--- src/rtl/arith_pkg.sv ---
// Shared definitions for the bit-serial arithmetic cells: FSM encodings and
// the sizing rule for the bit counters.
package arith_pkg;

    typedef enum logic [1:0] {
        ST_IDLE  = 2'b00,
        ST_SHIFT = 2'b01,
        ST_DONE  = 2'b10
    } state_t;

    // Counter width able to hold 0..width.
    function automatic int cnt_bits(input int width);
        return $clog2(width + 1);
    endfunction

endpackage

--- src/rtl/full_subtractor.sv ---
// One-bit full subtractor: x - y - bin, producing difference and borrow-out.
module full_subtractor (
    output logic d,
    output logic bout,
    input  logic x,
    input  logic y,
    input  logic bin
);

    always_comb begin
        d    = x ^ y ^ bin;
        bout = (~x & y) | (~x & bin) | (y & bin);
    end

endmodule

--- src/rtl/serial_subtractor.sv ---
// Bit-serial unsigned subtractor: d = (a - b) mod 2^WIDTH, one bit per clock,
// LSB first, with bout set iff a < b.
module serial_subtractor
    import arith_pkg::*;
#(
    parameter int WIDTH = 8
) (
    input  logic             clk,
    input  logic             rst,
    input  logic             start,
    input  logic [WIDTH-1:0] a,
    input  logic [WIDTH-1:0] b,
    output logic             busy,
    output logic             done,
    output logic [WIDTH-1:0] d,
    output logic             bout,
    output state_t           state_dbg
);

    // Handshake: start is sampled only in IDLE and captures a/b on that edge;
    // busy covers the WIDTH shift cycles, then done pulses for one cycle with
    // d/bout final. Requests seen while busy or done are dropped, not queued.

    localparam int CW = cnt_bits(WIDTH);
    localparam logic [CW-1:0] CNT_LAST = CW'(WIDTH - 1);

    state_t           state;
    state_t           state_next;
    logic [WIDTH-1:0] sa;
    logic [WIDTH-1:0] sb;
    logic [WIDTH-1:0] sd;
    logic [WIDTH-1:0] sd_shift;
    logic             borrow;
    logic [CW-1:0]    cnt;
    logic             diff;
    logic             bnext;
    logic             last_bit;

    full_subtractor u_cell (
        .d    (diff),
        .bout (bnext),
        .x    (sa[0]),
        .y    (sb[0]),
        .bin  (borrow)
    );

    // New difference bit enters at the MSB; written this way so WIDTH=1 works.
    assign sd_shift  = WIDTH'({diff, sd} >> 1);
    assign last_bit  = (cnt == CNT_LAST);
    assign state_dbg = state;

    always_ff @(posedge clk) begin
        if (rst) begin
            state <= ST_IDLE;
        end else begin
            state <= state_next;
        end
    end

    always_comb begin
        state_next = state;
        busy       = 1'b0;
        done       = 1'b0;
        case (state)
            ST_IDLE: begin
                if (start) begin
                    state_next = ST_SHIFT;
                end
            end
            ST_SHIFT: begin
                busy = 1'b1;
                if (last_bit) begin
                    state_next = ST_DONE;
                end
            end
            ST_DONE: begin
                done       = 1'b1;
                state_next = ST_IDLE;
            end
            default: state_next = ST_IDLE;
        endcase
    end

    always_ff @(posedge clk) begin
        if (rst) begin
            sa     <= '0;
            sb     <= '0;
            sd     <= '0;
            borrow <= 1'b0;
            cnt    <= '0;
            d      <= '0;
            bout   <= 1'b0;
        end else begin
            case (state)
                ST_IDLE: begin
                    if (start) begin
                        sa     <= a;
                        sb     <= b;
                        sd     <= '0;
                        borrow <= 1'b0;
                        cnt    <= '0;
                    end
                end
                ST_SHIFT: begin
                    sa     <= sa >> 1;
                    sb     <= sb >> 1;
                    sd     <= sd_shift;
                    borrow <= bnext;
                    cnt    <= cnt + CW'(1);
                    // d/bout are holding registers: only the final bit updates them.
                    if (last_bit) begin
                        d    <= sd_shift;
                        bout <= bnext;
                    end
                end
                default: ;
            endcase
        end
    end

endmodule
--- config.mk ---
export PLATFORM = sky130hd
export DESIGN_NAME = serial_subtractor
export DESIGN_NICKNAME = d
export VERILOG_FILES = /design/src/rtl/arith_pkg.sv /design/src/rtl/full_subtractor.sv /design/src/rtl/serial_subtractor.sv
export SDC_FILE = /design/constraint.sdc
export NUM_CORES = 1
export LEC_CHECK = 0
export ABC_CLOCK_PERIOD_IN_PS = 1400
export CAP_MARGIN = 40
export CORE_ASPECT_RATIO = 1.75
export CORE_UTILIZATION = 35
export DETAILED_ROUTE_END_ITERATION = 16
export PLACE_DENSITY_LB_ADDON = 0.3
export SYNTH_ARGS = -nofsm -noshare
export SYNTH_HDL_FRONTEND = slang
export SYNTH_SLANG_ARGS = --single-unit
--- constraint.sdc ---
create_clock -name clk -period 1.4 [get_ports clk]
set_input_delay 0.28 -clock clk [delete_from_list [all_inputs] [get_ports clk]]
set_output_delay 0.28 -clock clk [all_outputs]
set_load 0.02 [all_outputs]
==> metrics.cfg, run 1 <==
[critical_path]
end_kind = primary output
worstPathArrival_ns = 1.07
critPathMaxFanout = 4
cp.required_ns = 1.12
cp-start-kind = flip-flop
critPathKind = flip-flop to primary output

[clocking]
cts_setup_buffers = 0
cts_num_sinks = 39
clk_pin_slew_ns = 0.07
cts_buffers = 5
cts.hold.buffers_added = 0
cts_tree = done
clkLatencyLatePin_ns = 0.29
cts_root_buffer = clkbuf_8
cts-htree-levels = 2
clock_path_buffers = 2

[final_layout]
nNetsFinal = 234
syn2layout_area_growth_pct = 31.4
drive_above_1_share_pct = 24.8
multi_input_comb_area_um2 = 830
layoutNonFillerInstCount = 266
fin_area_mm2 = 0.00228
antennaDiodeCount = 0
seq_area_um2 = 783
fillers = 478

[logic_synthesis]
synthCells = 170
synth-seq-area-share_pct = 45.0
synth_nets = 191
synth.distinct_cells = 35
synth.top_cell.area_share_pct = 45.0
avgSynthCellArea_um2 = 10.2
synthTopCellsByArea = dfxtp_1 (45%), a211oi_2 (7.9%), a22o_1 (5.0%)
ys_warn_count = 0
ys_ff_latch = 39
netlist_area_mm2 = 0.00174
yosys.area.top_type = dfxtp_1

[timing]
fin_worst_skew_ns = 0.00538
fmax_mhz = 743
final-hold-violation-count = 0
period_share_pct = 96.1
rsz0062_at_grt = no
fin_ws_ns = 0.0540
fin_tns_setup_ns = 0
slew_headroom_pct = 79.6
period_needed_ns = 1.35
worst_pin_slew_ns = 0.306
finalMaxSlewViolations = 0
finalSetupViolations = 0

[floorplanning]
die_w_um = 55.2
core_area_mm2 = 0.00471
rows = 33
dieArea_mm2 = 0.00526
num_io_pins = 32
die_y_um = 95.2
initial_utilization_pct = 36.9

[grt]
antenna_found_initial = 0
grt_max_degree = 21
grt_pass1_wl_um = 6490
first_global_vias = 1393
grtUsageTotal_pct = 15.7
grt_overflow_total = 0

[route]
routedWlPerCell_um = 14.1
postRouteAntennaNets = 0
drt_iter0_drc = 28
firstDrtPassIters = 4
vias_per_cell = 5.29
routed-via-count = 1408
routed_wl_um = 3750
drcViolationCount = 0

[place]
place_ws_ns = -0.194
io_buffers = 31
place_congestion = 0.708
dpl.hpwl_um = 2580
dpl_cell_area_mm2 = 0.00216
dp_cells = 258

[job]
maxCapViolCount = 0

[status]
outcome = finished, final reports clean

[pwr]
powerDensity_mw_per_mm2 = 1200
leakagePower_nw = 0.910
peakVddDrop_uv = 1150

[hold_path]
hp-class = flip-flop to flip-flop

[area by class of cell]
type / count / share of cell area, %
clock buffers: 6 / 3.18
clock inverters: 2 / 2.63
inverters: 4 / 0.659
multi-input cells: 112 / 36.4
flip-flops and latches: 39 / 34.4
well taps: 52 / 2.85
repair buffers: 51 / 19.9
[cells in the mapped netlist]
library cell  instances
dfxtp_1              39
nor2_1               23
a211oi_2             11
a22o_1               10
nand3_1              10
a21oi_1               9
o2bb2ai_1             9
a21bo_1               8
buf_2                 6
buf_6                 5
o22ai_1               5
a211oi_1              4
nand2b_1              4
buf_4                 3
inv_2                 3
nand2_1               2
a21oi_2               1
a221o_1               1
a31oi_1               1
and2_1                1
and2_4                1
and3b_1               1
clkbuf_1              1
fa_1                  1
ha_1                  1
inv_1                 1
nand2b_4              1
nor2_2                1
nor2_4                1
nor2b_1               1
nor4b_2               1
o21ba_1               1
o21bai_1              1
o32a_1                1
or3_1                 1
[sequential cells by signal, summed over array words and instances (netlist names)]
name	flops
sb	8
cnt	4
sa	8
d	8
sd	7
state_dbg	2
borrow	1
bout	1
[power by group]
| group | total [mW] | switching (mW) | internal [mW] |
|---|---|---|---|
| combinational | 0.406 | 0.204 | 0.202 |
| clock | 1.11 | 0.393 | 0.712 |
| sequential | 1.21 | 0.0417 | 1.17 |
[metal layers]
metal  vias up  GRT usage, %  share of wire, %
li1        700             -                 -
met1       671          17.8                43
met2        31          28.1                52
met3         6          3.80               3.2
met4         0          6.25               1.6
met5         -             0                 0
[kinds of logic (layout without fill, tap and decap cells)]
kind of cell	after synthesis	in the layout	synth area share [%]
compound gates	62	62	31.3
fa+ha+maj	2	2	1.87
flops	39	39	45.0
simple gates	48	48	14.5
buf+inv	19	63	7.35
[metrics by stage]
stage          total power [mW]  utilization (%)  hold WS (ns)
2_1_floorplan              1.51                -         0.413
3_3_place_gp               1.65             46.0         0.455
3_5_place_dp               1.65             46.0         0.462
4_1_cts                    2.75             48.6         0.474
5_1_grt                    2.85             48.4         0.506
6_report                   2.73             48.4         0.482
[path summary, 6_finish.rpt]
check	startpoint	to	cells after the start	slack, ns
setup / recovery	state_dbg[1]$_SDFFE_PP0P_	state_dbg[1]	2	0.05
hold / removal	sd[1]$_SDFFE_PP0P_	d[0]$_SDFFE_PP0P_	2	0.48
setup reg to reg	cnt[0]$_SDFFE_PP0P_	d[4]$_SDFFE_PP0P_	5	0.10
hold reg to reg	sd[1]$_SDFFE_PP0P_	d[0]$_SDFFE_PP0P_	2	0.48
[worst max-delay path: stages (launching register included)]
cell,delay (ns)
dfxtp_2,0.38
buf_4,0.12
clkdlybuf4s15_1,0.28
[cells in the final DEF (no fill, tap or decap), types with 2 or more instances in the layout]
master and count:
dfxtp_1 37, bufinv_16 2, buf_4 18, nor2_1 22, a211oi_1 4, a21oi_1 9, clkbuf_8 5, clkdlybuf4s50_1 18
inv_2 3, a22o_1 10, nor2_2 2, nand3_1 10, dfxtp_2 2, a211oi_2 11, nand2b_1 4, dlygate4sd2_1 10
a21bo_1 8, nand2_1 2, o2bb2ai_1 9, buf_2 2, o22ai_1 5
[timing repair]
action | in CTS | in global routing
setup endpoints to repair | 27 | 13
hold endpoints to repair | 0 | 0
gates resized for setup | 19 | 5
Note: power is estimated with default switching activity, not from simulation.
==> run 2, diff against run 1 <==
Settings changed: CORE_UTILIZATION 35 to 45.
==> metrics.cfg, run 2 (synthesis gave the netlist of run 1 again) <==
[critical_path]
worstPathArrival_ns = 1.55  ; +0.48 ns
regToRegSetupSlack_ns = 0.06  ; -0.04 ns
critPathKind = flip-flop to flip-flop
critPathMaxFanout = 8  ; +4
cp-start-kind = flip-flop
cp.required_ns = 1.61  ; +0.49 ns
r2r_start = state_dbg[1]$_SDFFE_PP0P_
worstReg2RegEnd = sb[6]$_SDFFE_PP0P_
end_kind = flip-flop
r2r_cells = 5  ; unchanged

[floorplanning]
die_y_um = 84.2  ; -12%
dieArea_mm2 = 0.00412  ; -22%
die_w_um = 48.9  ; -11%
core_area_mm2 = 0.00366  ; -22%
rows = 29  ; -12%
initial_utilization_pct = 47.4  ; +10 points
num_io_pins = 32  ; unchanged

[clocking]
clkLatencyLatePin_ns = 0.29  ; about the same
clock_path_buffers = 2  ; unchanged
cts_root_buffer = clkbuf_8
cts_num_sinks = 39  ; unchanged
cts_buffers = 5  ; unchanged
clk_pin_slew_ns = 0.08  ; about the same
cts_tree = done
cts-htree-levels = 2  ; unchanged
cts.hold.buffers_added = 0  ; unchanged
cts_setup_buffers = 0  ; unchanged

[hold_path]
holdPathStages = 1  ; -1
hp-class = flip-flop to flip-flop
min_from = sd[1]$_SDFFE_PP0P_
hold_end = sd[1]$_SDFFE_PP0P_

[grt]
grt_pass1_wl_um = 6400  ; -1.4%
grt_overflow_total = 0  ; unchanged
grt_max_degree = 21  ; unchanged
antenna_found_initial = 0  ; unchanged
first_global_vias = 1467  ; +5.3%
grtUsageTotal_pct = 20.2  ; +4.5 points

[timing]
worst_pin_slew_ns = 0.321  ; +0.0153 ns
final-hold-violation-count = 0  ; unchanged
period_needed_ns = 1.34  ; -0.0106 ns
period_share_pct = 95.4  ; -0.76 points
fin_worst_skew_ns = 0.00449  ; -0.000895 ns
hold_ws_ns = 0.484  ; +0.00211 ns
finalMaxSlewViolations = 0  ; unchanged
slew_headroom_pct = 78.5  ; -1.0 points
fmax_mhz = 749  ; +0.80%
rsz0062_at_grt = no
finalSetupViolations = 0  ; unchanged

[place]
io_buffers = 31  ; unchanged
dpl_cell_area_mm2 = 0.00214  ; -1.2%
dp_cells = 248  ; -3.9%
dpl.hpwl_um = 2690  ; +4.4%
place_congestion = 0.742  ; +4.8%

[final_layout]
syn2layout_area_growth_pct = 29.5
nNetsFinal = 231  ; -1.3%
fin_area_mm2 = 0.00225  ; -1.4%
layout_commonest_cell = dfxtp_1
final_cell_mix = dfxtp_1 (37), nor2_1 (22), clkdlybuf4s50_1 (18), buf_4 (13), a211oi_2 (11)
drive_above_1_share_pct = 25.6  ; +0.83 points
layoutNonFillerInstCount = 257  ; -3.4%
antennaDiodeCount = 0  ; unchanged
top_regs = d: 8 flops, sa: 8 flops, sb: 8 flops

[pwr]
powerDensity_mw_per_mm2 = 1090  ; -8.5%
leakagePower_nw = 0.878  ; -3.6%
total_power_mw = 2.46  ; -9.8%
peakVddDrop_uv = 684  ; -40%

[route]
routed-via-count = 1428  ; +1.4%
drcViolationCount = 0  ; unchanged
routedWlPerCell_um = 14.5  ; +3.1%
wl_met1_um = 1510  ; -6.7%
drt_iter0_drc = 29  ; +3.6%
dr.max_layer_used = met4
wl_met2_um = 1970  ; +0.31%
vias_per_cell = 5.56  ; +5.0%
firstDrtPassIters = 4  ; unchanged
postRouteAntennaNets = 0  ; unchanged
wl_met3_um = 126  ; +5.9%
routed_wl_um = 3740  ; -0.40%

[status]
outcome = finished, final reports clean

[job]
maxCapViolCount = 0  ; unchanged

==> run 2: changes by cell type in the layout (fill, tap and decap cells not counted), moves of 2 or more <==
cell and change:
bufinv_16 -2, clkdlybuf4s15_2 +2, clkbuf_8 +2, buf_4 -5
==> run 2: routing by layer <==
metal	vias up	global-route usage, %
met2	36	36.4
met3	11	3.99
met5	-	0
met4	0	12.3
met1	682	21.0
li1	699	-
==> run 2: worst max-delay path: stages (launching register included) <==
cell and delay (ns):
dfxtp_2 0.34, buf_4 0.15, o21ba_2 0.30, clkbuf_4 0.22, nor2_1 0.06, a211oi_2 0.18
==> run 2: cell type report <==
type	instances	area [um^2]
Fill cell	323	1420
Multi-Input combinational cell	112	833
Sequential cell	39	786
Timing Repair Buffer	48	452
Clock buffer	7	96.3
Tap cell	46	57.6
Inverter	4	15.0
Clock inverter	1	7.51
==> run 2: report_power, final <==
part | switching, mW | leakage, nW | total (mW) | internal (mW)
combinational | 0.204 | 0.508 | 0.402 | 0.199
sequential | 0.0433 | 0.320 | 1.22 | 1.17
clock | 0.393 | 0.0505 | 0.842 | 0.448
total | 0.640 | 0.878 | 2.46 | 1.82
==> run 2: how the worst max path moves through the flow <==
stage,startpoint,end,slack (ns),cells past startpoint
floorplan,state_dbg[1]$_SDFFE_PP0P_,done,0.08,3
global placement,start,sb[1]$_SDFFE_PP0P_,-0.18,5
detailed placement,start,sb[4]$_SDFFE_PP0P_,-0.27,5
CTS,state_dbg[1]$_SDFFE_PP0P_,sb[4]$_SDFFE_PP0P_,0.03,5
global route,state_dbg[1]$_SDFFE_PP0P_,sb[0]$_SDFFE_PP0P_,0.003,5
finish,state_dbg[1]$_SDFFE_PP0P_,sb[6]$_SDFFE_PP0P_,0.06,5
==> run 2: per-stage QoR <==
step | setup slack (ns) | utilization, % | setup TNS (ns)
after floorplan | 0.0762 | - | 0
after global placement | -0.178 | 58.3 | -3.85
after detailed placement | -0.269 | 58.3 | -5.19
after CTS | 0.0252 | 61.2 | 0
after global routing | 0.00250 | 61.3 | 0
final | 0.0646 | 61.3 | 0
==> run 2: repair_timing <==
item | CTS | global route
pin swaps | 0 | 0
gates resized for setup | 23 | 5
endpoints found under the setup margin | 20 | 10
gates cloned | 0 | 1
==> run 3, diff against run 2 <==
--- a/config.mk
+++ b/config.mk
@@ -15,2 +15,3 @@
 export SYNTH_HDL_FRONTEND = slang
+export SYNTH_HIERARCHICAL = 1
 export SYNTH_SLANG_ARGS = --single-unit
==> constraint.sdc (replaced) <==
create_clock -name clk -period 1.4 [get_ports clk]
set_input_delay 0.21 -clock clk [delete_from_list [all_inputs] [get_ports clk]]
set_output_delay 0.21 -clock clk [all_outputs]
set_load 0.02 [all_outputs]
==> metrics.cfg, run 3 <==
[route]
drt_iter0_drc = 41  ; +41%
routedWlPerCell_um = 13.0  ; -10%
routed-via-count = 1440  ; +0.84%
drcViolationCount = 0  ; unchanged
postRouteAntennaNets = 0  ; unchanged
firstDrtPassIters = 4  ; unchanged
routed_wl_um = 3510  ; -6.1%
vias_per_cell = 5.35  ; -3.7%

[timing]
finalMaxSlewViolations = 0  ; unchanged
rsz0062_at_grt = no
period_needed_ns = 1.34  ; +0.00779 ns
fin_worst_skew_ns = 0.00981  ; +0.00532 ns
worst_pin_slew_ns = 0.257  ; -0.0642 ns
slew_headroom_pct = 82.8  ; +4.3 points
final-hold-violation-count = 0  ; unchanged
period_share_pct = 95.9  ; +0.56 points
fin_tns_setup_ns = 0  ; unchanged
finalSetupViolations = 0  ; unchanged
fmax_mhz = 745  ; -0.58%

[pwr]
peakVddDrop_uv = 804  ; +18%
leakagePower_nw = 0.900  ; +2.5%
powerDensity_mw_per_mm2 = 1090  ; -0.70%

[clocking]
clock_path_buffers = 2  ; unchanged
cts_buffers = 5  ; unchanged
cts-htree-levels = 2  ; unchanged
clk_pin_slew_ns = 0.07  ; about the same
cts.hold.buffers_added = 0  ; unchanged
cts_num_sinks = 39  ; unchanged
cts_tree = done
clkLatencyLatePin_ns = 0.30  ; about the same
cts_root_buffer = clkbuf_8

[critical_path]
critPathKind = flip-flop to primary output
r2r_cells = 6  ; +1
regToRegSetupSlack_ns = 0.07  ; about the same
critPathMaxFanout = 4  ; -4
r2r_start = state_dbg[1]$_SDFFE_PP0P_
path_cells = nand2b_4 -> inv_2 -> clkdlybuf4s15_1
end_kind = primary output
critPathMaxStageDelay_ns = 0.35  ; about the same
critPathBufInv = 2  ; unchanged
critPathSlowestCell = dfxtp_2
cp-start-kind = flip-flop
setup.worst_path.end = busy
cp.required_ns = 1.19  ; -0.42 ns
cp_num_cells = 3  ; -2
worstPathArrival_ns = 1.13  ; -0.42 ns
crit_start = state_dbg[1]$_SDFFE_PP0P_
cp_top_family = flip-flops
worstReg2RegEnd = d[7]$_SDFFE_PP0P_

[grt]
grt_pass1_wl_um = 5870  ; -8.2%
grt_max_degree = 49  ; +130%
grt_overflow_total = 0  ; unchanged
grtUsageTotal_pct = 18.5  ; -1.7 points
antenna_found_initial = 0  ; unchanged
first_global_vias = 1322  ; -9.9%

[logic_synthesis]
synth_common_cells = dfxtp_1 (39), nor2_1 (26), nand2b_1 (23)
synth-seq-area-share_pct = 45.5  ; +0.56 points
yosys.area.top_type = dfxtp_1
synthArstFlopShare_pct = 0  ; unchanged
ys_warn_count = 6  ; +6
netlist_area_mm2 = 0.00171  ; -1.2%
synth.top_cell.area_share_pct = 45.5  ; +0.56 points
synth.most_common_cell = dfxtp_1
synth-main-ff-cell = dfxtp_1
synth_edf_count = 0  ; unchanged
synth.distinct_cells = 31  ; -11%
synthCells = 188  ; +11%
avgSynthCellArea_um2 = 9.12  ; -11%
synth_nets = 209  ; +9.4%
synthTopCellsByArea = dfxtp_1 (46%), nand2b_1 (8.4%), nor2_1 (5.7%)
ys_ff_latch = 39  ; unchanged

[floorplanning]
die_w_um = 48.7  ; -0.59%
die_y_um = 83.6  ; -0.60%
rows = 29  ; unchanged
initial_utilization_pct = 47.2  ; -0.11 points
core_area_mm2 = 0.00363  ; -0.99%
num_io_pins = 32  ; unchanged
dieArea_mm2 = 0.00407  ; -1.2%

[final_layout]
top_regs = d: 8 flops, sa: 8 flops, sb: 8 flops
drive_above_1_share_pct = 14.8  ; -11 points
fillers = 326  ; +0.93%
antennaDiodeCount = 0  ; unchanged
nNetsFinal = 243  ; +5.2%
layout_commonest_cell = dfxtp_1
final_cell_mix = dfxtp_1 (37), nor2_1 (26), nand2b_1 (23), clkdlybuf4s50_1 (18), a21oi_1 (15)
syn2layout_area_growth_pct = 30.8
fin_util_pct = 61.8  ; +0.48 points

[hold_path]
hp-class = flip-flop to flip-flop

[job]
maxCapViolCount = 0  ; unchanged

[place]
dpl.hpwl_um = 2440  ; -9.4%
io_buffers = 31  ; unchanged
place_congestion = 0.759  ; +2.2%

[status]
outcome = finished, final reports clean

run 3: per-layer routing:
metal | share of wire (%) | vias up | track usage, %
li1 | - | 710 | -
met1 | 39 | 677 | 20.8
met2 | 55 | 46 | 32.2
met3 | 4.8 | 7 | 4.37
met4 | 1.8 | 0 | 8.56
met5 | 0 | - | 0
run 3: cells by family (layout without fill, tap and decap cells):
group	count (synthesis)	after routing	synth area share (%)
compound gates	41	41	17.4
fa+ha+maj	2	2	1.90
buf+inv	18	53	5.62
flops	39	39	45.5
mux	9	9	5.26
simple gates	79	79	24.2
run 3: metrics by stage:
step | setup slack [ns] | std cells | hold WS [ns] | total power [mW] | area (um^2)
3_3_place_gp | -0.188 | 261 | 0.456 | 1.52 | 2130
5_1_grt | 0.0126 | 269 | 0.487 | 2.54 | 2240
3_5_place_dp | -0.260 | 261 | 0.468 | 1.53 | 2130
2_1_floorplan | 0.0540 | 188 | 0.351 | 1.40 | 1710
6_report | 0.0568 | 269 | 0.471 | 2.44 | 2240
4_1_cts | 0.0119 | 269 | 0.475 | 2.46 | 2230
run 3: worst register-to-register path, stage by stage (launching register included):
cell,delay (ns)
dfxtp_2,0.35
nand2b_4,0.15
inv_2,0.06
buf_4,0.17
and3_4,0.21
buf_12,0.14
mux2i_1,0.19
run 3: worst min-delay path by stage:
stage	startpoint	to	slack [ns]	cells after the start
after floorplan	b[1]	sb[1]$_SDFFE_PP0P_	0.35	2
after global placement	d[4]$_SDFFE_PP0P_	d[4]$_SDFFE_PP0P_	0.46	2
after detailed placement	d[3]$_SDFFE_PP0P_	d[3]$_SDFFE_PP0P_	0.47	2
after CTS	b[2]	sb[2]$_SDFFE_PP0P_	0.47	3
after global routing	b[3]	sb[3]$_SDFFE_PP0P_	0.49	3
final	d[3]$_SDFFE_PP0P_	d[3]$_SDFFE_PP0P_	0.47	2
run 3: where the power goes:
part           switching (mW)  internal [mW]
sequential             0.0317           1.16
combinational           0.150          0.165
clock                   0.403          0.530
total                   0.585           1.85
run 3: cell type report:
type	instances	area (um^2)	area share, %
Multi-Input combinational cell	131	842	37.6
Timing Repair Buffer	42	433	19.3
Inverter	3	11.3	0.502
Tap cell	46	57.6	2.57
Clock buffer	5	68.8	3.07
Clock inverter	3	43.8	1.95
Sequential cell	39	786	35.0
run 3: what timing repair did:
item | CTS | global route
endpoints found under the setup margin | 28 | 5
gates resized for setup | 16 | 4
buffers inserted | 0 | 0
